**src/rtl/pipeline_pkg.sv**
```systemverilog
// -----------------------------------------------------------------------------
// pipeline_pkg
//   Shared types and constants for the ID-stage scoreboard.
//   - reg_idx_t  : 5-bit architectural register index
//   - REG_ZERO   : index of the hard-wired zero register (never tracked)
//   - DEF_CNT_W  : default per-register in-flight counter width
//   - CNT_MAX    : saturation value of a DEF_CNT_W-wide counter
//   - cnt_max()  : saturation value for an arbitrary counter width
// -----------------------------------------------------------------------------
package pipeline_pkg;

    typedef logic [4:0] reg_idx_t;

    localparam reg_idx_t REG_ZERO  = 5'd0;
    localparam int       DEF_CNT_W = 2;

    function automatic int cnt_max(input int width);
        return (1 << width) - 1;
    endfunction

    localparam int CNT_MAX = (1 << DEF_CNT_W) - 1;

endpackage

```
**src/rtl/scoreboard_entry.sv**
```systemverilog
// -----------------------------------------------------------------------------
// scoreboard_entry
//   Tracking state for one architectural register: the number of writes in
//   flight (cnt) and whether the youngest of them is a load whose data is not
//   yet past MEM (late).
//
// Ports:
//   clk, reset    in   clock, synchronous active-high reset
//   inc           in   a writer of this register issues this cycle
//   inc_is_load   in   that writer is a load
//   mem_clr       in   a load to this register reached MEM/WB this cycle
//   dec           in   a write to this register retires this cycle
//   cnt           out  in-flight write count
//   late          out  youngest writer's result cannot be forwarded yet
//   underflow     out  retire seen while cnt is zero
// -----------------------------------------------------------------------------
module scoreboard_entry #(
    parameter int CNT_W = 2
) (
    input  logic             clk,
    input  logic             reset,
    input  logic             inc,
    input  logic             inc_is_load,
    input  logic             mem_clr,
    input  logic             dec,
    output logic [CNT_W-1:0] cnt,
    output logic             late,
    output logic             underflow
);

    logic [CNT_W-1:0] cnt_d, cnt_q;
    logic             late_d, late_q;
    logic             dec_ok;

    // A retire against an empty counter is an error, not a decrement.
    assign dec_ok = dec && (cnt_q != '0);

    always_comb begin
        // NOTE: every always_comb output gets a default first; a path that
        // leaves one unassigned would infer a latch.
        cnt_d  = cnt_q;
        late_d = late_q;

        // Issue and retire in the same cycle cancel out.
        if (inc && !dec_ok) begin
            cnt_d = cnt_q + CNT_W'(1);
        end else if (!inc && dec_ok) begin
            cnt_d = cnt_q - CNT_W'(1);
        end

        // The newest writer owns the flag, so issue beats a mem_done clear.
        if (inc) begin
            late_d = inc_is_load;
        end else if (mem_clr) begin
            late_d = 1'b0;
        end
    end

    always_ff @(posedge clk) begin
        // NOTE: sequential state uses non-blocking assignments so every flop
        // samples the pre-edge value of its neighbours.
        // NOTE: the per-register state is reset (not left to power-up value)
        // because idle/pending and the stall decision read it directly.
        if (reset) begin
            cnt_q  <= '0;
            late_q <= 1'b0;
        end else begin
            cnt_q  <= cnt_d;
            late_q <= late_d;
        end
    end

    assign cnt       = cnt_q;
    assign late      = late_q;
    assign underflow = dec && (cnt_q == '0);

endmodule

```
**src/rtl/scoreboard_unit.sv**
```systemverilog
// -----------------------------------------------------------------------------
// scoreboard_unit
//   ID-stage write scoreboard. Tracks every in-flight register write from
//   issue until writeback and stalls issue when a source can't be bypassed
//   yet (load result not past MEM) or a destination counter is saturated.
//
// Optional build macro: SCOREBOARD_STATS_EN adds saturating 32-bit counters
//   stall_cycles and load_use_stalls as extra output ports.
//
// Ports:
//   clk, reset                      clock, synchronous active-high reset
//   issue_valid, issue_reg_write,
//   issue_is_load, issue_rd         instruction trying to leave ID
//   rs1, rs2, rs1_used, rs2_used    its source operands
//   mem_done_valid, mem_done_rd     load result reached MEM/WB
//   wb_valid, wb_rd                 register write retiring
//   stall, issue_fire               combinational issue control
//   pending                         per-register "writes in flight"
//   idle                            nothing in flight
//   err                             sticky: retire with no write in flight
//   stall_cycles, load_use_stalls   (SCOREBOARD_STATS_EN only)
// -----------------------------------------------------------------------------
module scoreboard_unit
    import pipeline_pkg::*;
#(
    parameter int NREGS = 32,
    parameter int CNT_W = DEF_CNT_W
) (
    input  logic             clk,
    input  logic             reset,
    input  logic             issue_valid,
    input  logic             issue_reg_write,
    input  logic             issue_is_load,
    input  logic [4:0]       issue_rd,
    input  logic [4:0]       rs1,
    input  logic [4:0]       rs2,
    input  logic             rs1_used,
    input  logic             rs2_used,
    input  logic             mem_done_valid,
    input  logic [4:0]       mem_done_rd,
    input  logic             wb_valid,
    input  logic [4:0]       wb_rd,
    output logic             stall,
    output logic             issue_fire,
    output logic [NREGS-1:0] pending,
    output logic             idle,
    output logic             err
`ifdef SCOREBOARD_STATS_EN
    ,
    output logic [31:0]      stall_cycles,
    output logic [31:0]      load_use_stalls
`endif
);

    localparam logic [CNT_W-1:0] FULL_CNT = CNT_W'(cnt_max(CNT_W));

    logic [NREGS-1:0][CNT_W-1:0] cnt_vec;
    logic [NREGS-1:0]            late_vec;
    logic [NREGS-1:0]            underflow_vec;

    logic hazard1, hazard2, full, load_use;
    logic issue_wr_en;
    logic err_d, err_q;

    // x0 carries no state.
    assign cnt_vec[0]       = '0;
    assign late_vec[0]      = 1'b0;
    assign underflow_vec[0] = 1'b0;

    assign issue_wr_en = issue_fire && issue_reg_write && (issue_rd != REG_ZERO);

    for (genvar r = 1; r < NREGS; r++) begin : g_entry
        scoreboard_entry #(
            .CNT_W (CNT_W)
        ) u_entry (
            .clk         (clk),
            .reset       (reset),
            .inc         (issue_wr_en && (issue_rd == reg_idx_t'(r))),
            .inc_is_load (issue_is_load),
            .mem_clr     (mem_done_valid && (mem_done_rd == reg_idx_t'(r))),
            .dec         (wb_valid && (wb_rd == reg_idx_t'(r))),
            .cnt         (cnt_vec[r]),
            .late        (late_vec[r]),
            .underflow   (underflow_vec[r])
        );
    end

    // Stall looks only at registered state: mem_done is not bypassed, so a
    // load-use pair releases the cycle after the load leaves MEM.
    assign hazard1  = rs1_used && (rs1 != REG_ZERO) && late_vec[rs1];
    assign hazard2  = rs2_used && (rs2 != REG_ZERO) && late_vec[rs2];
    assign full     = issue_reg_write && (issue_rd != REG_ZERO) &&
                      (cnt_vec[issue_rd] == FULL_CNT);
    assign load_use = issue_valid && (hazard1 || hazard2);

    assign stall      = issue_valid && (hazard1 || hazard2 || full);
    assign issue_fire = issue_valid && !stall;

    always_comb begin
        pending = '0;
        for (int r = 1; r < NREGS; r++) begin
            pending[r] = |cnt_vec[r];
        end
    end

    assign idle = ~|pending;

    assign err_d = err_q || (|underflow_vec);

    always_ff @(posedge clk) begin
        if (reset) begin
            err_q <= 1'b0;
        end else begin
            err_q <= err_d;
        end
    end

    assign err = err_q;

`ifdef SCOREBOARD_STATS_EN
    logic [31:0] stall_cycles_d, stall_cycles_q;
    logic [31:0] load_use_stalls_d, load_use_stalls_q;

    // Both counters saturate rather than wrap.
    always_comb begin
        stall_cycles_d    = stall_cycles_q;
        load_use_stalls_d = load_use_stalls_q;
        if (stall && (stall_cycles_q != 32'hFFFF_FFFF)) begin
            stall_cycles_d = stall_cycles_q + 32'd1;
        end
        if (load_use && (load_use_stalls_q != 32'hFFFF_FFFF)) begin
            load_use_stalls_d = load_use_stalls_q + 32'd1;
        end
    end

    always_ff @(posedge clk) begin
        if (reset) begin
            stall_cycles_q    <= '0;
            load_use_stalls_q <= '0;
        end else begin
            stall_cycles_q    <= stall_cycles_d;
            load_use_stalls_q <= load_use_stalls_d;
        end
    end

    assign stall_cycles    = stall_cycles_q;
    assign load_use_stalls = load_use_stalls_q;
`endif

endmodule

```
**config.mk**
```make
export PLATFORM = sky130hd
export DESIGN_NAME = scoreboard_unit
export DESIGN_NICKNAME = d
export VERILOG_FILES = /design/src/rtl/pipeline_pkg.sv /design/src/rtl/scoreboard_entry.sv /design/src/rtl/scoreboard_unit.sv
export SDC_FILE = /design/constraint.sdc
export NUM_CORES = 1
export LEC_CHECK = 0
export CELL_PAD_IN_SITES_DETAIL_PLACEMENT = 1
export CELL_PAD_IN_SITES_GLOBAL_PLACEMENT = 1
export CORE_MARGIN = 1
export CORE_UTILIZATION = 40
export CTS_CLUSTER_SIZE = 25
export DETAILED_ROUTE_END_ITERATION = 7
export PLACE_DENSITY = 0.76
export SETUP_SLACK_MARGIN = 0.1
export SYNTH_ARGS = -nofsm -noshare
export SYNTH_HDL_FRONTEND = slang
export SYNTH_HIERARCHICAL = 1
export SYNTH_SLANG_ARGS = --single-unit
```
**constraint.sdc**
```tcl
create_clock -name clk -period 3.39 [get_ports clk]
set_clock_uncertainty 0.05 [all_clocks]
set_input_delay 0.5085 -clock clk [delete_from_list [all_inputs] [get_ports clk]]
set_output_delay 0.5085 -clock clk [all_outputs]
set_load 0.01 [all_outputs]
```
# Yosys cells after proc, flatten, opt, wreduce, memory -nomap -nowiden

Cells that the tools add are included.

Bits in registers: 94
Input bits: 34
Output and inout port bits: 36

Add/subtract/negate cells: 62
$lt $le $gt $ge: 3
Reduce and logical (&&, ||, !) cells: 454
Muxes and demuxes: 130
Equality and inequality tests: 94

Operators by type and width:

| kind                                                                         | count |
|---|---|
| 5-bit == test, second input constant                                         | 48 |
| 1-bit logical AND                                                            | 227 |
| 2-bit nonzero test                                                           | 93 |
| 2-bit two-way mux                                                            | 63 |
| 5-bit by 4-bit == test with 1-bit output, second input constant              | 24 |
| 1-bit logical NOT                                                            | 64 |
| 1-bit two-way mux                                                            | 64 |
| 2-bit by 1-bit adder with 2-bit output, second input constant                | 31 |
| 2-bit logical NOT                                                            | 31 |
| 2-bit OR reduction                                                           | 31 |
| 62-bit OR reduction                                                          | 1 |
| 2-bit by 1-bit subtractor with 2-bit output, second input constant           | 31 |
| 5-bit by 3-bit == test with 1-bit output, second input constant              | 12 |
| 31-bit OR reduction                                                          | 1 |
| 5-bit by 2-bit == test with 1-bit output, second input constant              | 6 |
| 5-bit by 6-bit less-than comparator with 1-bit output, second input constant | 3 |
| 5-bit by 1-bit == test with 1-bit output, second input constant              | 3 |
| 5-bit nonzero test                                                           | 3 |
| 1-bit binary-select mux with 5-bit select                                    | 2 |
| 2-bit binary-select mux with 5-bit select                                    | 1 |
| 1-bit logical OR                                                             | 3 |
| 2-bit == test, second input constant                                         | 1 |

# Logic depth before layout (Yosys ltp)

Gate-level depths: netlist of run 1.

Depth in word-level cells: 15
Mapped depth: 13

# By module

The synthesis of run 1 kept the hierarchy.

By module, submodules not included:

| module           | times used | cells each | area each (um^2) |
|---|---|---|---|
| scoreboard_entry | 31         | 15         | 138.9 |
| scoreboard_unit  | 1          | 342        | 2527.4 |

# Worst setup path before layout of run 1

No wires, ideal clock.

Path kind: input port to flip-flop
Start point: input port issue_rd[0]
End point: register g_entry[17].u_entry.cnt_q[1]
Required time: 3.270 ns
Buffers on the path: 3
Path slack: 0.018 ns
Arrival: 3.252 ns
Stages on the path: 11
Path through: buf_2 -> buf_2 -> mux4_2 -> a22oi_1 -> nand2_1 -> a32o_1 -> buf_4 -> nor4_1 -> ha_1 -> or3_1 -> a21oi_1

Longest elaborated chain between the ends: 14

Ends and longest elaborated chain:

| element                                   | line                   | source |
|---|---|---|
| start: declaration                        | scoreboard_unit.sv:34  | `input logic [4:0] issue_rd,` |
| 2-bit binary-select mux with 5-bit select | scoreboard_unit.sv:93  | `(cnt_vec[issue_rd] == FULL_CNT);` |
| 2-bit two-way mux (not written as such)   | scoreboard_unit.sv:93  |  |
| 2-bit == test                             | scoreboard_unit.sv:93  |  |
| 1-bit logical AND                         | scoreboard_unit.sv:92  | `assign full = issue_reg_write && (issue_rd != REG_ZERO) &&` |
| 1-bit logical OR                          | scoreboard_unit.sv:96  | `assign stall = issue_valid && (hazard1 \|\| hazard2 \|\| full);` |
| 1-bit logical AND                         | scoreboard_unit.sv:96  |  |
| 1-bit logical NOT                         | scoreboard_unit.sv:97  | `assign issue_fire = issue_valid && !stall;` |
| 1-bit logical AND                         | scoreboard_unit.sv:97  |  |
| 1-bit logical AND (2 in series)           | scoreboard_unit.sv:70  | `assign issue_wr_en = issue_fire && issue_reg_write && (issue_rd != REG_ZERO);` |
| 1-bit logical AND *                       | scoreboard_unit.sv:78  | `.inc (issue_wr_en && (issue_rd == reg_idx_t'(r))),` |
| 1-bit logical NOT                         | scoreboard_entry.sv:47 | `end else if (!inc && dec_ok) begin` |
| 1-bit logical AND                         | scoreboard_entry.sv:47 |  |
| 2-bit nonzero test (no line)              | n/a                    |  |
| end signal: assignment                    | scoreboard_entry.sv:68 | `cnt_q <= cnt_d;` |
| end: declaration                          | scoreboard_entry.sv:31 | `logic [CNT_W-1:0] cnt_d, cnt_q;` |

Every way passes the cells marked *; elsewhere a longest branch is shown, timed or not. The select of a mux whose other input is x is not followed.
A chain may end at the register's enable or synchronous reset.

# Final worst setup path of run 1

Start point: input port issue_rd[4]
End point: output port stall

Longest elaborated chain between the ends: 6

Ends and longest elaborated chain:

| element                                   | line                  | source |
|---|---|---|
| 2-bit binary-select mux with 5-bit select | scoreboard_unit.sv:93 |  |
| 2-bit two-way mux (not written as such)   | scoreboard_unit.sv:93 |  |
| 2-bit == test                             | scoreboard_unit.sv:93 |  |
| 1-bit logical AND *                       | scoreboard_unit.sv:92 |  |
| 1-bit logical OR *                        | scoreboard_unit.sv:96 |  |
| 1-bit logical AND *                       | scoreboard_unit.sv:96 |  |
| end: declaration                          | scoreboard_unit.sv:43 | `output logic stall,` |

Marked as above.

==> flow_metrics.py, run 1 <==
metrics = {
    "run_status": {
        "status": "finished, violations left",
        "violations": "negative setup slack",
    },
    "route": {
        "viasPerCell": 6.48,
        "num_vias": 8108,
        "wl_per_cell_um": 26.8,
        "drt-pass1-iter-count": 5,
        "drc_errors": 0,
        "drtIter0Drc": 776,
        "ant_nets": 0,
        "wl_um": 33500,
    },
    "timing": {
        "rsz0062_at_grt": "yes",
        "clock.fmax_ghz": 0.290,
        "setup_viol": 1,
        "period_minus_slack_ns": 3.44,
        "hold_viol": 0,
        "fin_hold_ws_ns": 0.506,
        "tightest_slew_ns": 1.25,
        "slew_viol_final": 0,
        "max-slew-margin-rel": 0.163,
        "tns_ns": -0.0541,
        "fin_ws_ns": -0.0541,
        "post-route-period-util": 1.02,
    },
    "critical_path": {
        "crit_arrival_ns": 2.89,
        "worstSetupEndpointType": "output port",
        "critPathMaxFanout": 21,
        "crit_type": "in2out",
        "start_kind": "primary input",
        "worstPathRequired_ns": 2.83,
    },
    "logic_synthesis": {
        "syn_area_per_cell_um2": 8.47,
        "synth_nets": 872,
        "yosysSeqAreaShare": 0.275,
        "netlist-cell-type-count": 45,
        "synth_top_family_by_area": "simple AND/OR/NAND/NOR gates",
        "synthArstFlopShare": 0,
        "synth-compound-area-share": 0.115,
        "ys_warn_count": 6,
        "synthFlopType": "dfxtp_1",
        "synth_simple_gate_area_frac": 0.335,
        "synth-seq-cells": 94,
        "synthCells": 807,
        "syn_area_mm2": 0.00683,
        "muxShareOfSynthArea": 0.112,
        "synthAdderAreaFrac": 0.0568,
        "synth_edf_count": 0,
        "synthXorXnorAreaFrac": 0.0795,
    },
    "floorplan": {
        "rows": 47,
        "die_w_um": 133,
        "dieHeight_um": 133,
        "core_mm2": 0.0166,
        "pin_count": 70,
        "die_area_mm2": 0.0176,
        "initial_core_util": 0.411,
    },
    "pwr": {
        "ir_worst_vdd_uv": 214,
        "pwr_density_cell_mw_per_mm2": 273,
        "total_power_mw": 2.72,
        "p_leak_nw": 3.99,
    },
    "global_route": {
        "gr-max-usage-layer": "met2",
        "grt_pass1_vias": 8286,
        "grt_usage": 0.341,
        "grt_pass1_wl_um": 46400,
        "gr-total-overflow": 0,
        "met2_usage": 0.594,
        "antenna_found_initial": 0,
        "grt_util_met1": 0.401,
        "use_met3": 0.0502,
        "grt_max_degree": 95,
    },
    "place": {
        "portBuffers": 68,
        "place_hpwl_um": 19500,
        "gp_congestion": 0.924,
    },
    "cts": {
        "clk_pin_slew_worst_paths_ns": 0.07,
        "ctsHtreeMaxLevel": 3,
        "tritoncts": "built",
        "clockRootBuffer": "clkbuf_16",
        "cts_buffers": 9,
        "clockBufferDepth": 2,
        "cts_sinks": 94,
        "clock_latency_ns": 0.36,
    },
    "min_path": {
        "min_path_type": "reg2reg",
    },
    "run": {
        "drv_cap": 0,
    },
    "cells_and_area": {
        "syn_to_final_growth_pct": 45.4,
        "nets": 1092,
        "drive_gt1_frac": 0.323,
        "diodes": 0,
    },
}
[cell families after synthesis]
group                      Yosys count
adders and majority gates           31
other                                1
muxes                               40
DFF                                 94
and+or+nand+nor                    401
buffers and inverters               34
AOI/OAI and AO/OA                  144
xor gates and xnor gates            62
[path summary, 6_finish.rpt]
| kind | slack (ns) | depth (start not counted) | end | start |
|---|---|---|---|---|
| worst max-delay path | -0.05 | 7 | stall | issue_rd[4] |
| worst min-delay path | 0.51 | 2 | g_entry[31].u_entry/cnt[1] | g_entry[31].u_entry/cnt[1] |
| worst max register to register | 0.11 | 12 | g_entry[18].u_entry/cnt[1] | g_entry[9].u_entry/cnt[0] |
| worst min register to register | 0.51 | 2 | g_entry[31].u_entry/cnt[1] | g_entry[31].u_entry/cnt[1] |
[through the flow]
stage	area (um^2)	std cells	setup WS [ns]	util
floorplan	6830	807	0.0178	-
global placement	8740	1203	-0.880	0.525
detailed placement	8740	1203	-0.891	0.525
CTS	9700	1240	0.111	0.583
global route	9930	1251	-0.0519	0.597
finish	9930	1251	-0.0541	0.597
[placed cells by master, fill, tap and decap left out, types with 4 or more instances in the layout]
cell type	instances
or3_1	28
buf_8	4
mux4_2	27
o21ai_1	8
clkbuf_2	4
xor2_1	60
a21oi_2	5
nor3_2	5
clkdlybuf4s50_1	53
nor4_4	14
nor2b_1	11
nand2b_1	9
mux2i_1	6
nor3b_1	62
nor3_4	11
buf_6	8
mux2_2	5
clkbuf_16	10
buf_12	10
nand3_1	21
nor2_1	132
nand2_1	16
or4_1	22
dfxtp_1	94
buf_2	4
nand4_1	8
a21oi_1	58
nor4_1	9
ha_1	26
o21ai_0	54
or2_2	38
buf_4	150
[report_power, final]
| group | switching (mW) | internal (mW) | total [mW] |
|---|---|---|---|
| clock | 0.467 | 0.628 | 1.09 |
| sequential | 0.00948 | 1.11 | 1.12 |
| combinational | 0.281 | 0.221 | 0.502 |
[cell type report]
| class | instances | area, um^2 |
|---|---|---|
| Clock buffer | 12 | 267 |
| Clock inverter | 3 | 42.5 |
| Fill cell | 1879 | 6710 |
| Inverter | 1 | 3.75 |
| Multi-Input combinational cell | 680 | 5280 |
| Sequential cell | 94 | 1880 |
| Tap cell | 220 | 275 |
| Timing Repair Buffer | 241 | 2180 |
[flip-flops by register name, indices dropped and copies added (netlist names)]
name,count
g_entry.u_entry/cnt,62
err,1
g_entry.u_entry/late,31
[cells in the mapped netlist, types with 21 or more instances]
cell type	count	area share
mux4_2	26	0.086
ha_1	31	0.057
a21oi_1	63	0.046
nor3b_1	64	0.070
dfxtp_1	94	0.28
nor2_1	133	0.073
or3_1	31	0.028
o21ai_0	62	0.045
or4_1	24	0.026
nand3_1	21	0.015
or2_2	38	0.035
xor2_1	62	0.079
[worst max-delay path, cell delays in order]
cell,delay [ns]
clkdlybuf4s50_1,0.50
buf_4,0.26
o41ai_2,0.55
a32o_2,0.35
o311a_1,0.26
o21a_1,0.18
clkdlybuf4s15_1,0.27
[routing by layer]
metal,vias up,wire length [um],part of all wire
li1,3419,-,-
met1,3985,12700,0.38
met2,506,16100,0.48
met3,198,2280,0.068
met4,0,2400,0.072
met5,-,0,0
[what timing repair did]
item | CTS | global route
gates resized for setup | 110 | 44
buffers inserted | 19 | 11
endpoints found under the setup margin | 92 | 55
hold buffers | 0 | 0
gates cloned | 3 | 1
pin swaps | 36 | 27
(Power assumes the default switching activity.)
==> inputs of run 2 (changes only) <==
==> constraint.sdc (replaced) <==
create_clock -name clk -period 3.39 [get_ports clk]
set_clock_uncertainty 0.05 [all_clocks]
set_input_delay 0.8475 -clock clk [delete_from_list [all_inputs] [get_ports clk]]
set_output_delay 0.8475 -clock clk [all_outputs]
set_load 0.01 [all_outputs]
==> run 2 against run 1 <==
Effect of this change: the run still ends with negative setup slack left; sequential power about the same; first-iteration DRC count increased by 24%; sequential cell count unchanged; via count increased by 7.6%; critical path depth increased by 9; sequential share of layout area decreased by 1.9 points; maximum frequency decreased by 7.9%; combinational power increased by 12%; global-route usage increased by 2.2 points; register-to-register slack got worse by 0.19 ns.
==> flow_metrics.py, run 2 (same netlist as run 1, synthesis figures left out) <==
metrics = {
    "run_status": {
        "status": "finished, violations left",
        "violations": "negative setup slack",
    },
    "pwr": {
        "internal_power_mw": 1.95,
        "ir_worst_vdd_uv": 256,
        "p_leak_nw": 4.41,
        "seqPwrFrac": 0.401,
        "power.switching_uw": 836,
        "pwr_density_cell_mw_per_mm2": 252,
        "swShare": 0.300,
        "combPwrFrac": 0.201,
        "power_frac_clock": 0.398,
    },
    "route": {
        "ant_nets": 0,
        "wl_um": 38700,
        "viasPerCell": 6.71,
        "drc_errors": 0,
        "wl_per_cell_um": 29.8,
        "drt-pass1-iter-count": 5,
        "num_vias": 8728,
        "drtIter0Drc": 959,
    },
    "critical_path": {
        "crit_type": "in2reg",
        "crit_arrival_ns": 3.93,
        "start_kind": "primary input",
        "worstPathRequired_ns": 3.59,
        "worstSetupEndpointType": "register",
        "critPathMaxFanout": 7,
    },
    "floorplan": {
        "pin_count": 70,
        "initial_core_util": 0.411,
        "core_mm2": 0.0166,
        "die_area_mm2": 0.0176,
        "rows": 47,
        "die_w_um": 133,
        "dieHeight_um": 133,
    },
    "run": {
        "drv_cap": 0,
    },
    "place": {
        "gp_congestion": 0.937,
        "place_hpwl_um": 20700,
        "dp.cells": 1229,
        "portBuffers": 68,
    },
    "cells_and_area": {
        "stdcell_count": 1300,
        "diodes": 0,
        "nets": 1141,
        "mostFrequentLayoutCell": "buf_4",
        "drive_gt1_frac": 0.411,
        "syn_to_final_growth_pct": 61.7,
        "largest_reg_flops": 62,
        "final_cell_mix": "145 x buf_4, 132 x nor2_1, 91 x dfxtp_1",
    },
    "cts": {
        "clk_pin_slew_worst_paths_ns": 0.07,
        "cts_buffers": 9,
        "ctsHtreeMaxLevel": 3,
        "clockRootBuffer": "clkbuf_16",
        "cts_sinks": 94,
        "clock_latency_ns": 0.38,
        "tritoncts": "built",
        "postCtsHoldBufs": 0,
        "clockBufferDepth": 2,
    },
    "min_path": {
        "min_path_type": "reg2reg",
    },
    "timing": {
        "slew_viol_final": 0,
        "tightest_slew_ns": 0.790,
        "tns_ns": -11.95,
        "period_minus_slack_ns": 3.74,
        "post-route-period-util": 1.10,
        "hold_viol": 0,
        "fin_hold_ws_ns": 0.487,
        "max-slew-margin-rel": 0.474,
        "clock.fmax_ghz": 0.267,
        "setup_viol": 69,
        "fin_ws_ns": -0.348,
        "rsz0062_at_grt": "yes",
    },
    "global_route": {
        "grt_usage": 0.363,
        "grt_max_degree": 42,
        "grt_pass1_vias": 8696,
        "gr-total-overflow": 0,
        "antenna_found_initial": 1,
        "grt_pass1_wl_um": 49100,
    },
}
-- run 2: cell types whose count changed in the layout (fill, tap and decap cells not counted), sizes merged --
cell           previous run  this run
buf                     178       232
clkinvlp                  1         2
dlymetal6s2s              3         2
a41o                      2         1
clkdlybuf4s15             1         0
clkbuf                   17        14
dlygate4sd2               1         5
clkdlybuf4s50            53        50
clkinv                    1         0
-- run 2: layout make-up --
| type | instances | area [um^2] |
|---|---|---|
| clock inverters | 3 | 45.0 |
| repair buffers | 291 | 2850 |
| well taps | 220 | 275 |
| multi-input cells | 679 | 5750 |
| flip-flops and latches | 94 | 1890 |
| clock buffers | 12 | 246 |
| inverters | 1 | 3.75 |
| fillers | 1827 | 5590 |
-- run 2: power groups by stage --
| stage | Clock [mW] | Sequential [mW] | Combinational [mW] |
|---|---|---|---|
| detailed placement | 0 | 1.14 | 0.410 |
| global route | 1.14 | 1.12 | 0.569 |
| floorplan | 0 | 1.14 | 0.200 |
| CTS | 1.07 | 1.12 | 0.478 |
| global placement | 0 | 1.14 | 0.391 |
| finish | 1.11 | 1.12 | 0.560 |
-- run 2: critical path: stages --
cell and delay [ns]:
buf_6 0.07, buf_6 0.13, mux4_2 0.55, mux2i_2 0.23, mux2_4 0.21, nand2_2 0.06
a41o_4 0.26, buf_12 0.16, buf_12 0.14, buf_8 0.12, buf_6 0.11, nor4_4 0.21
ha_1 0.32, buf_6 0.14, o21ai_0 0.25, a21oi_1 0.12
-- run 2: per-stage QoR --
| stage | setup WS (ns) | total power [mW] | util | instance area (um^2) |
|---|---|---|---|---|
| finish | -0.348 | 2.79 | 0.664 | 11000 |
| global placement | -1.02 | 1.53 | 0.559 | 9300 |
| detailed placement | -1.10 | 1.55 | 0.559 | 9300 |
| floorplan | -0.0766 | 1.34 | - | 7240 |
| global route | -0.415 | 2.83 | 0.664 | 11000 |
| CTS | -0.190 | 2.66 | 0.625 | 10400 |
-- run 2: path summary, 6_finish.rpt --
path                                   start                    endpoint  slack [ns]  cells past startpoint
hold reg to reg   g_entry[11].u_entry/cnt[1]  g_entry[11].u_entry/cnt[1]        0.49                      2
hold / removal    g_entry[11].u_entry/cnt[1]  g_entry[11].u_entry/cnt[1]        0.49                      2
setup reg to reg  g_entry[31].u_entry/cnt[1]  g_entry[23].u_entry/cnt[1]       -0.08                     13
setup / recovery                      rs1[0]  g_entry[21].u_entry/cnt[1]       -0.35                     16
-- run 2: metal layers --
metal,vias to the layer above,wire (um),track usage
met5,-,13,0
met4,2,2860,0.209
met3,243,3060,0.0533
met2,684,18600,0.651
met1,4304,14200,0.410
li1,3495,-,-
-- run 2: timing repair --
item	4_1_cts	5_1_grt
buffers inserted	45	51
cloned	2	2
resized for setup	159	113
setup endpoints to repair	96	90
pin swaps	68	82
==> inputs of run 3 (changes only) <==
Settings changed: CELL_PAD_IN_SITES_DETAIL_PLACEMENT 1 to unset, CELL_PAD_IN_SITES_GLOBAL_PLACEMENT 1 to unset, CORE_ASPECT_RATIO set to 0.9, CORE_UTILIZATION 40 to 41, PLACE_DENSITY 0.76 to 0.61.
==> run 3 against run 2 <==
Effect of this change: the run still ends with negative setup slack left; first-iteration DRC count fell by 39%; global-route usage decreased by 7.4 points; combinational power shrank 9.5%; count of clock-buffer cells in the layout is the same; highest routed layer is now met4; sequential cell count stayed put; maximum frequency grew 4.1%; core utilization up 0.78 points; non-clock buffer count decreased by 5; power decreased by 4.4%; critical path depth shrank 2; largest cell class unchanged.
==> flow_metrics.py, run 3 (same netlist as run 1, synthesis figures left out) <==
metrics = {
    "critical_path": {
        "crit_type": "in2reg",
        "crit_family": "simple AND/OR/NAND/NOR gates",
        "ff2ff_setup_slack_ns": 0.13,
        "r2r_cells": 11,
        "path_buf_inv": 5,
        "path_cells": "buf_8 > buf_6 > mux4_2 > nor2_2 > nor3_2 > o311a_1 > a41o_4 > buf_12 > buf_12 > buf_12 > nor4_4 > ha_1 > or3_1 > a21oi_1",
        "r2r-start": "g_entry[13].u_entry/cnt[1]",
        "worstPathRequired_ns": 3.62,
        "cpPeakStageDelay_ns": 0.50,
        "crit_top_cell": "buf_12",
        "critPathMaxFanout": 4,
        "start_kind": "primary input",
        "crit_arrival_ns": 3.83,
        "worstSetupEndpointType": "register",
        "critical-path-slowest-cell": "mux4_2",
        "timing.rr.end": "g_entry[23].u_entry/cnt[1]",
    },
    "cells_and_area": {
        "drive_gt1_frac": 0.393,
        "multiInputGateArea_mm2": 0.00567,
        "seq_area_mm2": 0.00189,
        "largest_reg_flops": 62,
        "design_area_mm2": 0.0109,
        "diodes": 0,
        "stdcell_count": 1283,
        "nFillCells": 1269,
        "finish.utilization": 0.672,
        "syn_to_final_growth_pct": 59.1,
        "nets": 1136,
        "mostFrequentLayoutCell": "buf_4",
        "final_cell_mix": "148 x buf_4, 132 x nor2_1, 86 x dfxtp_1",
    },
    "floorplan": {
        "pin_count": 70,
        "die_area_mm2": 0.0172,
        "core_mm2": 0.0162,
        "rows": 44,
        "die_w_um": 138,
        "initial_core_util": 0.422,
        "dieHeight_um": 124,
    },
    "global_route": {
        "grt_max_degree": 95,
        "grt_usage": 0.289,
        "antenna_found_initial": 0,
        "grt_pass1_wl_um": 39600,
        "gr-total-overflow": 0,
        "grt_pass1_vias": 7496,
    },
    "place": {
        "place_area_mm2": 0.00925,
        "portBuffers": 68,
        "place_hpwl_um": 17500,
        "gp_congestion": 0.935,
        "dp.cells": 1211,
    },
    "route": {
        "drc_errors": 0,
        "ant_nets": 0,
        "drt-pass1-iter-count": 7,
        "viasPerCell": 5.83,
        "wl_um": 24900,
        "num_vias": 7482,
        "drtIter0Drc": 586,
        "wl_per_cell_um": 19.4,
    },
    "timing": {
        "fin_ws_ns": -0.200,
        "post-route-period-util": 1.06,
        "tightest_slew_ns": 0.522,
        "tns_ns": -3.16,
        "period_minus_slack_ns": 3.59,
        "clock.fmax_ghz": 0.279,
        "slew_viol_final": 0,
        "hold_viol": 0,
        "setup_viol": 38,
        "max-slew-margin-rel": 0.652,
        "rsz0062_at_grt": "yes",
        "fin_hold_ws_ns": 0.493,
    },
    "cts": {
        "clockRootBuffer": "clkbuf_16",
        "tritoncts": "built",
        "cts_buffers": 9,
        "ctsHtreeMaxLevel": 3,
        "cts_sinks": 94,
        "clock_latency_ns": 0.36,
        "clockBufferDepth": 2,
        "clk_pin_slew_worst_paths_ns": 0.07,
        "postCtsHoldBufs": 0,
    },
    "min_path": {
        "min_path_type": "reg2reg",
        "min_path_cells": 2,
        "worstHoldStart": "g_entry[8].u_entry/cnt[1]",
        "whs_endpoint": "g_entry[8].u_entry/cnt[1]",
    },
    "pwr": {
        "ir_worst_vdd_uv": 227,
        "pwr_density_cell_mw_per_mm2": 245,
        "p_leak_nw": 4.36,
    },
    "run": {
        "drv_cap": 0,
    },
    "run_status": {
        "violations": "negative setup slack",
        "status": "finished, violations left",
    },
}
## run 3: cell types whose count changed in the layout (fill, tap and decap cells not counted), moves of 6 or more
cell	previous run	this run
a21oi_1	46	57
a21oi_2	17	6
buf_6	56	50
ha_1	17	11
or3_1	19	26
or3_4	12	5
## run 3: report_power, final
part	leakage, nW	switching [mW]	internal [mW]
clock	0.133	0.479	0.559
sequential	0.762	0.00665	1.11
combinational	3.47	0.256	0.252
## run 3: worst max-delay path by stage
| stage | start | endpoint | slack, ns | depth (start not counted) |
|---|---|---|---|---|
| after floorplan | rs2[2] | issue_fire | -0.08 | 8 |
| after global placement | issue_rd[1] | issue_fire | -1.04 | 9 |
| after detailed placement | issue_rd[1] | stall | -1.06 | 10 |
| after CTS | issue_rd[1] | issue_fire | -0.17 | 9 |
| after global routing | rs2[0] | g_entry[28].u_entry/cnt[1] | -0.26 | 14 |
| final | rs2[0] | g_entry[31].u_entry/cnt[1] | -0.20 | 14 |
## run 3: worst reg2reg max path: cells and delay by family, from the launching register on
kind                       cells  cell delay (ns)
AOI/OAI and AO/OA              4             0.73
muxes                          1             0.49
DFF                            1             0.32
buffers and inverters          3             0.58
and+or+nand+nor                2             0.70
adders and majority gates      1             0.32
## run 3: stage by stage
step                      total power, mW  worst slack (ns)
after floorplan                      1.34           -0.0766
after global placement               1.52             -1.04
after detailed placement             1.53             -1.06
after CTS                            2.65            -0.172
after global routing                 2.75            -0.258
final                                2.66            -0.200
## run 3: metal layers
| metal | up-vias | wire [um] | track usage | part of all wire |
|---|---|---|---|---|
| met1 | 3633 | 10500 | 0.366 | 0.42 |
| met2 | 309 | 12300 | 0.492 | 0.49 |
| met4 | 0 | 507 | 0.0931 | 0.020 |
| met3 | 36 | 1670 | 0.0531 | 0.067 |
| li1 | 3504 | - | - | - |
| met5 | - | 0 | 0 | 0 |
## run 3: repair_timing
| action | in CTS | in global routing |
|---|---|---|
| gates resized for setup | 152 | 74 |
| setup buffers | 55 | 29 |
| gates cloned | 6 | 0 |
| pin swaps | 85 | 55 |
| setup endpoints to repair | 96 | 94 |
## run 3: cell type report
| type | count | area share |
|---|---|---|
| sequential | 94 | 0.174 |
| inverter | 1 | 0.000345 |
| tap | 207 | 0.0238 |
| clock inverter | 4 | 0.00276 |
| clock buffer | 12 | 0.0245 |
| multi-input combinational | 679 | 0.521 |
| timing repair buffer | 286 | 0.253 |
==> RTL edit 1, RTL diff (config.mk and constraints of run 3) <==
Set the parameter `NREGS` to 64 (it was 32).
--- a/src/rtl/scoreboard_unit.sv
+++ b/src/rtl/scoreboard_unit.sv
@@ -25,3 +25,3 @@
 #(
-    parameter int NREGS = 32,
+    parameter int NREGS = 64,
     parameter int CNT_W = DEF_CNT_W
Interface: changed (resized pending); port bits go from 70 to 102. No check against the original RTL was run, so the function may have changed too.
==> RTL edit 1 against run 3 <==
The flow still finishes with violations (setup timing). Maximum frequency down 2.4%. Wire length up 55%. Design area up 56%. Total power up 72%. Cell count up 60%. Synthesized area up 52%. Sequential cell count up 64. Setup slack worse by 0.089 ns. Sequential share of layout area up 1.2 points. Critical path type is now reg2out.
==> RTL edit 1: results (changes against run 3) <==
Outcome
  • Outcome: finished with violations
  • Failing checks: setup timing

Placed design
  • GPL Wtd Cong: 0.937 (+0.19%)
  • Port Buffer Count: 100 (+47%)
  • Dpl cell area: 0.0145 mm^2 (+57%)
  • Placed cells: 1984 (+64%)
  • Dpl ws: -0.936 ns (+0.128 ns)
  • Post-detail-place hpwl: 27400 um (+56%)

Cells and area
  • Fin nets: 1805 (+59%)
  • Final non-filler cell total: 2057 (+60%)
  • Ratio of cells with drive above 1 in the final layout: 40.4% (+1.1 points)
  • Fillers: 1915 (+51%)
  • Largest register FFs: 126 (+100%)
  • # diodes: 0 (unchanged)

Drt
  • First-pass DRT Iterations: 6 (-1)
  • DR WL/cell: 18.8 um (-3.4%)
  • Via count: 11500 (+54%)
  • DR iter-0 viols: 942 (+61%)

Clock network
  • Num CTS Buffers: 17 (+8)
  • Clock root cell: clkbuf_16
  • Max Root-Sink Buffers: 2 (unchanged)
  • H-tree levels: 4 (+1)
  • Clock latency on the worst-skew pair: 0.43 ns (+0.07 ns)
  • Clock-pin slew on the worst setup and hold paths: 0.07 ns (about the same)

Global routing
  • Vias in the first global route: 10800 (+45%)
  • GR Util All Layers: 27.9% (-0.92 points)
  • Largest net degree at the start of global routing: 64 (-33%)
  • Initial antenna violation count: 0 (unchanged)
  • First-pass GRT wire length: 56900 um (+44%)

Worst setup path
  • Crit path largest cell delay: 0.53 ns (+0.03 ns)
  • Worst Path Max Fanout: 2 (-2)
  • Slowest CP cell: or4_4
  • FF-to-FF Start: g_entry[24].u_entry/cnt[0]
  • WP data arrival: 2.78 ns (-1.05 ns)
  • Critical Path Start: g_entry[53].u_entry/cnt[1]

Power and ir drop
  • Pleak: 7.19 nW (+65%)
  • Maximum vdd drop: 218 uV (-4.1%)

Logic synthesis
  • Syn_area_per_cell: 8.31 um^2 (-1.9%)
  • Yosys Warn Count: 6 (unchanged)

Worst hold path
  • Hold path start: g_entry[45].u_entry/cnt[1]
  • Hold crit path type: reg2reg

STA
  • # setup viols final: 7 (-82%)
  • Final WS setup: -0.289 ns (-0.0887 ns)
  • Max-slew headroom: 64.2% (-0.99 points)
-- RTL edit 1: per-stage QoR --
stage / setup TNS [ns] / hold WS [ns] / util, % / total power [mW]
floorplan: 0 / 0.420 / - / 2.14
global placement: -102.09 / 0.450 / 58.9 / 2.43
detailed placement: -110.67 / 0.459 / 58.9 / 2.44
CTS: -0.455 / 0.471 / 63.1 / 4.53
global route: -4.15 / 0.531 / 69.1 / 4.70
finish: -0.465 / 0.491 / 69.1 / 4.58
-- RTL edit 1: final timing paths --
check / cells after the start / slack, ns / to
setup / recovery: 6 / -0.29 / idle
setup reg to reg: 14 / 0.22 / g_entry[17].u_entry/cnt[1]
hold reg to reg: 2 / 0.49 / g_entry[45].u_entry/cnt[1]
hold / removal: 2 / 0.49 / g_entry[45].u_entry/cnt[1]
-- RTL edit 1: final cells by class --
class | count | share of cell area [%]
Multi-Input combinational cell | 1053 | 49.9
Inverter | 4 | 0.0883
Timing Repair Buffer | 474 | 25.2
Sequential cell | 158 | 18.6
Clock inverter | 13 | 1.06
Clock buffer | 19 | 2.61
Tap cell | 336 | 2.47
-- RTL edit 1: power breakdown --
group / total, mW / switching [mW] / internal [mW]
combinational: 0.633 / 0.324 / 0.309
clock: 2.07 / 0.873 / 1.20
sequential: 1.88 / 0.00696 / 1.87
-- RTL edit 1: worst max-delay path: cells and delay by family (launching register included) --
family	cells	cell delay, ns
buf+inv	1	0.13
flops	1	0.31
simple gates	5	1.91
-- RTL edit 1: per-layer routing --
layer	routed length (um)	vias to the layer above	track usage [%]
met5	0	-	0
met4	1300	0	8.71
met3	2420	101	4.66
met2	17900	464	45.4
met1	17000	5507	37.7
li1	-	5449	-
-- RTL edit 1: what timing repair did --
action,in CTS,in global routing
pin swaps,35,140
hold endpoints to repair,0,0
endpoints found under the setup margin,158,126
resized for setup,97,248
setup buffers,14,21
gates cloned,4,3
==> RTL edit 2, RTL diff (settings of run 3) <==
Made on the original files. Put one more register stage on the output `err`, cleared by the reset. The value now appears one clock later. The other outputs are not delayed to match.
--- a/src/rtl/scoreboard_unit.sv
+++ b/src/rtl/scoreboard_unit.sv
@@ -117,3 +117,9 @@
 
-    assign err = err_q;
+    always_ff @(posedge clk) begin
+        if (reset) begin
+            err <= '0;
+        end else begin
+            err <= err_q;
+        end
+    end
 
Behaviour: not the same (Yosys sat finds a counterexample within 4 cycles, from zero or initial values and one cycle with reset high).
==> RTL edit 2 against run 3 <==
The flow still finishes with violations (setup timing). Wire length rose by 3.4%. Total power is 2.4% higher. Maximum frequency decreased by 0.59%. Design area shrank 0.32%. First-iteration DRC count down 18%. Sequential cell count rose by 1. Synthesized area decreased by 1.5%. Utilization grew 0.24 points. Setup slack got worse by 0.021 ns. Critical path type unchanged. Highest routed layer unchanged.
==> RTL edit 2: results (changes against run 3) <==
Power and ir drop
  • Pleak: 4.45 nW (+2.1%)
  • Maximum vdd drop: 247 uV (+8.8%)

Drt
  • First-pass DRT Iterations: 5 (-2)
  • WL met1: 11200 um (+6.3%)
  • Final wirelength: 25800 um (+3.4%)
  • Met3 wire length: 1490 um (-11%)
  • Vias per Instance: 5.76 (-1.3%)
  • DR iter-0 viols: 479 (-18%)

Cells and area
  • Ratio of cells with drive above 1 in the final layout: 39.7% (+0.43 points)
  • Fin nets: 1133 (-0.26%)
  • Final non-filler cell total: 1279 (-0.31%)

Worst setup path
  • Worst Path Max Fanout: 5 (+1)
  • Crit path max-delay family: multiplexers
  • WP data arrival: 3.86 ns (+0.03 ns)

Logic synthesis
  • Synth Area in XOR/XNOR: 8.07% (+0.12 points)
  • Synth unique cells: 48 (+6.7%)
  • Mux cell area share after synthesis: 12.1% (+0.92 points)
  • Adder-Cell Fraction of Synth Area: 5.76% (+0.088 points)
  • Post-Syn Nets: 840 (-3.7%)
  • Primary FF master, synth: dfxtp_1
  • Post-synth top cells: nor2_1, dfxtp_1, a21oi_1, nor3b_1, o21ai_0
  • Register area share after synthesis: 28.3% (+0.72 points)
  • Syn_area_per_cell: 8.68 um^2 (+2.5%)
  • Synth area leaders: dfxtp_1, mux4_2, xor2_1
  • Post-synthesis compound-gate area fraction: 11.5% (+0.047 points)

Outcome
  • Failing checks: setup timing
  • Outcome: finished with violations

Global routing
  • Met3 Use GR: 4.63% (-0.67 points)
  • Global Route met1 Usage: 38.7% (+2.1 points)
  • GR Util met2: 49.3% (about the same)
  • GR Util All Layers: 30.0% (+1.2 points)
  • First-pass GRT wire length: 38600 um (-2.7%)
  • Vias in the first global route: 7339 (-2.1%)
  • Largest net degree at the start of global routing: 38 (-60%)

Placed design
  • Dpl cell area: 0.00921 mm^2 (-0.38%)
  • GPL Wtd Cong: 0.948 (+1.4%)
  • Post-detail-place hpwl: 17900 um (+2.3%)
  • Dpl ws: -1.20 ns (-0.132 ns)
  • Placed cells: 1208 (-0.25%)

STA
  • Worst-Margin Slew: 0.670 ns (+0.147 ns)
  • # setup viols final: 49 (+29%)
  • Final WS setup: -0.221 ns (-0.0213 ns)
  • Setup_tns: -4.68 ns (-1.52 ns)

Clock network
  • Clock latency on the worst-skew pair: 0.36 ns (about the same)
  • # Post-CTS Setup Buffers: 50 (-9.1%)
  • Post-CTS Resized: 144 (-5.3%)
RTL edit 2: cell type report:
class                           count  area [um^2]
Multi-Input combinational cell    651         5440
Fill cell                        1197         5240
Timing Repair Buffer              308         2920
Sequential cell                    95         1900
Tap cell                          207          259
Clock buffer                       12          256
Clock inverter                      3         42.5
Inverter                            3         11.3
RTL edit 2: path summary, 6_finish.rpt:
kind / startpoint / to / slack, ns / cells after the start
hold reg to reg: err_q / err / 0.46 / 1
hold / removal: err_q / err / 0.46 / 1
setup / recovery: rs2[0] / g_entry[21].u_entry/cnt[1] / -0.22 / 14
setup reg to reg: g_entry[7].u_entry/late / g_entry[21].u_entry/cnt[1] / 0.06 / 13
RTL edit 2: report_power, final:
part,internal [mW],total (mW),switching [mW]
combinational,0.262,0.529,0.267
sequential,1.12,1.13,0.00624
clock,0.608,1.07,0.459
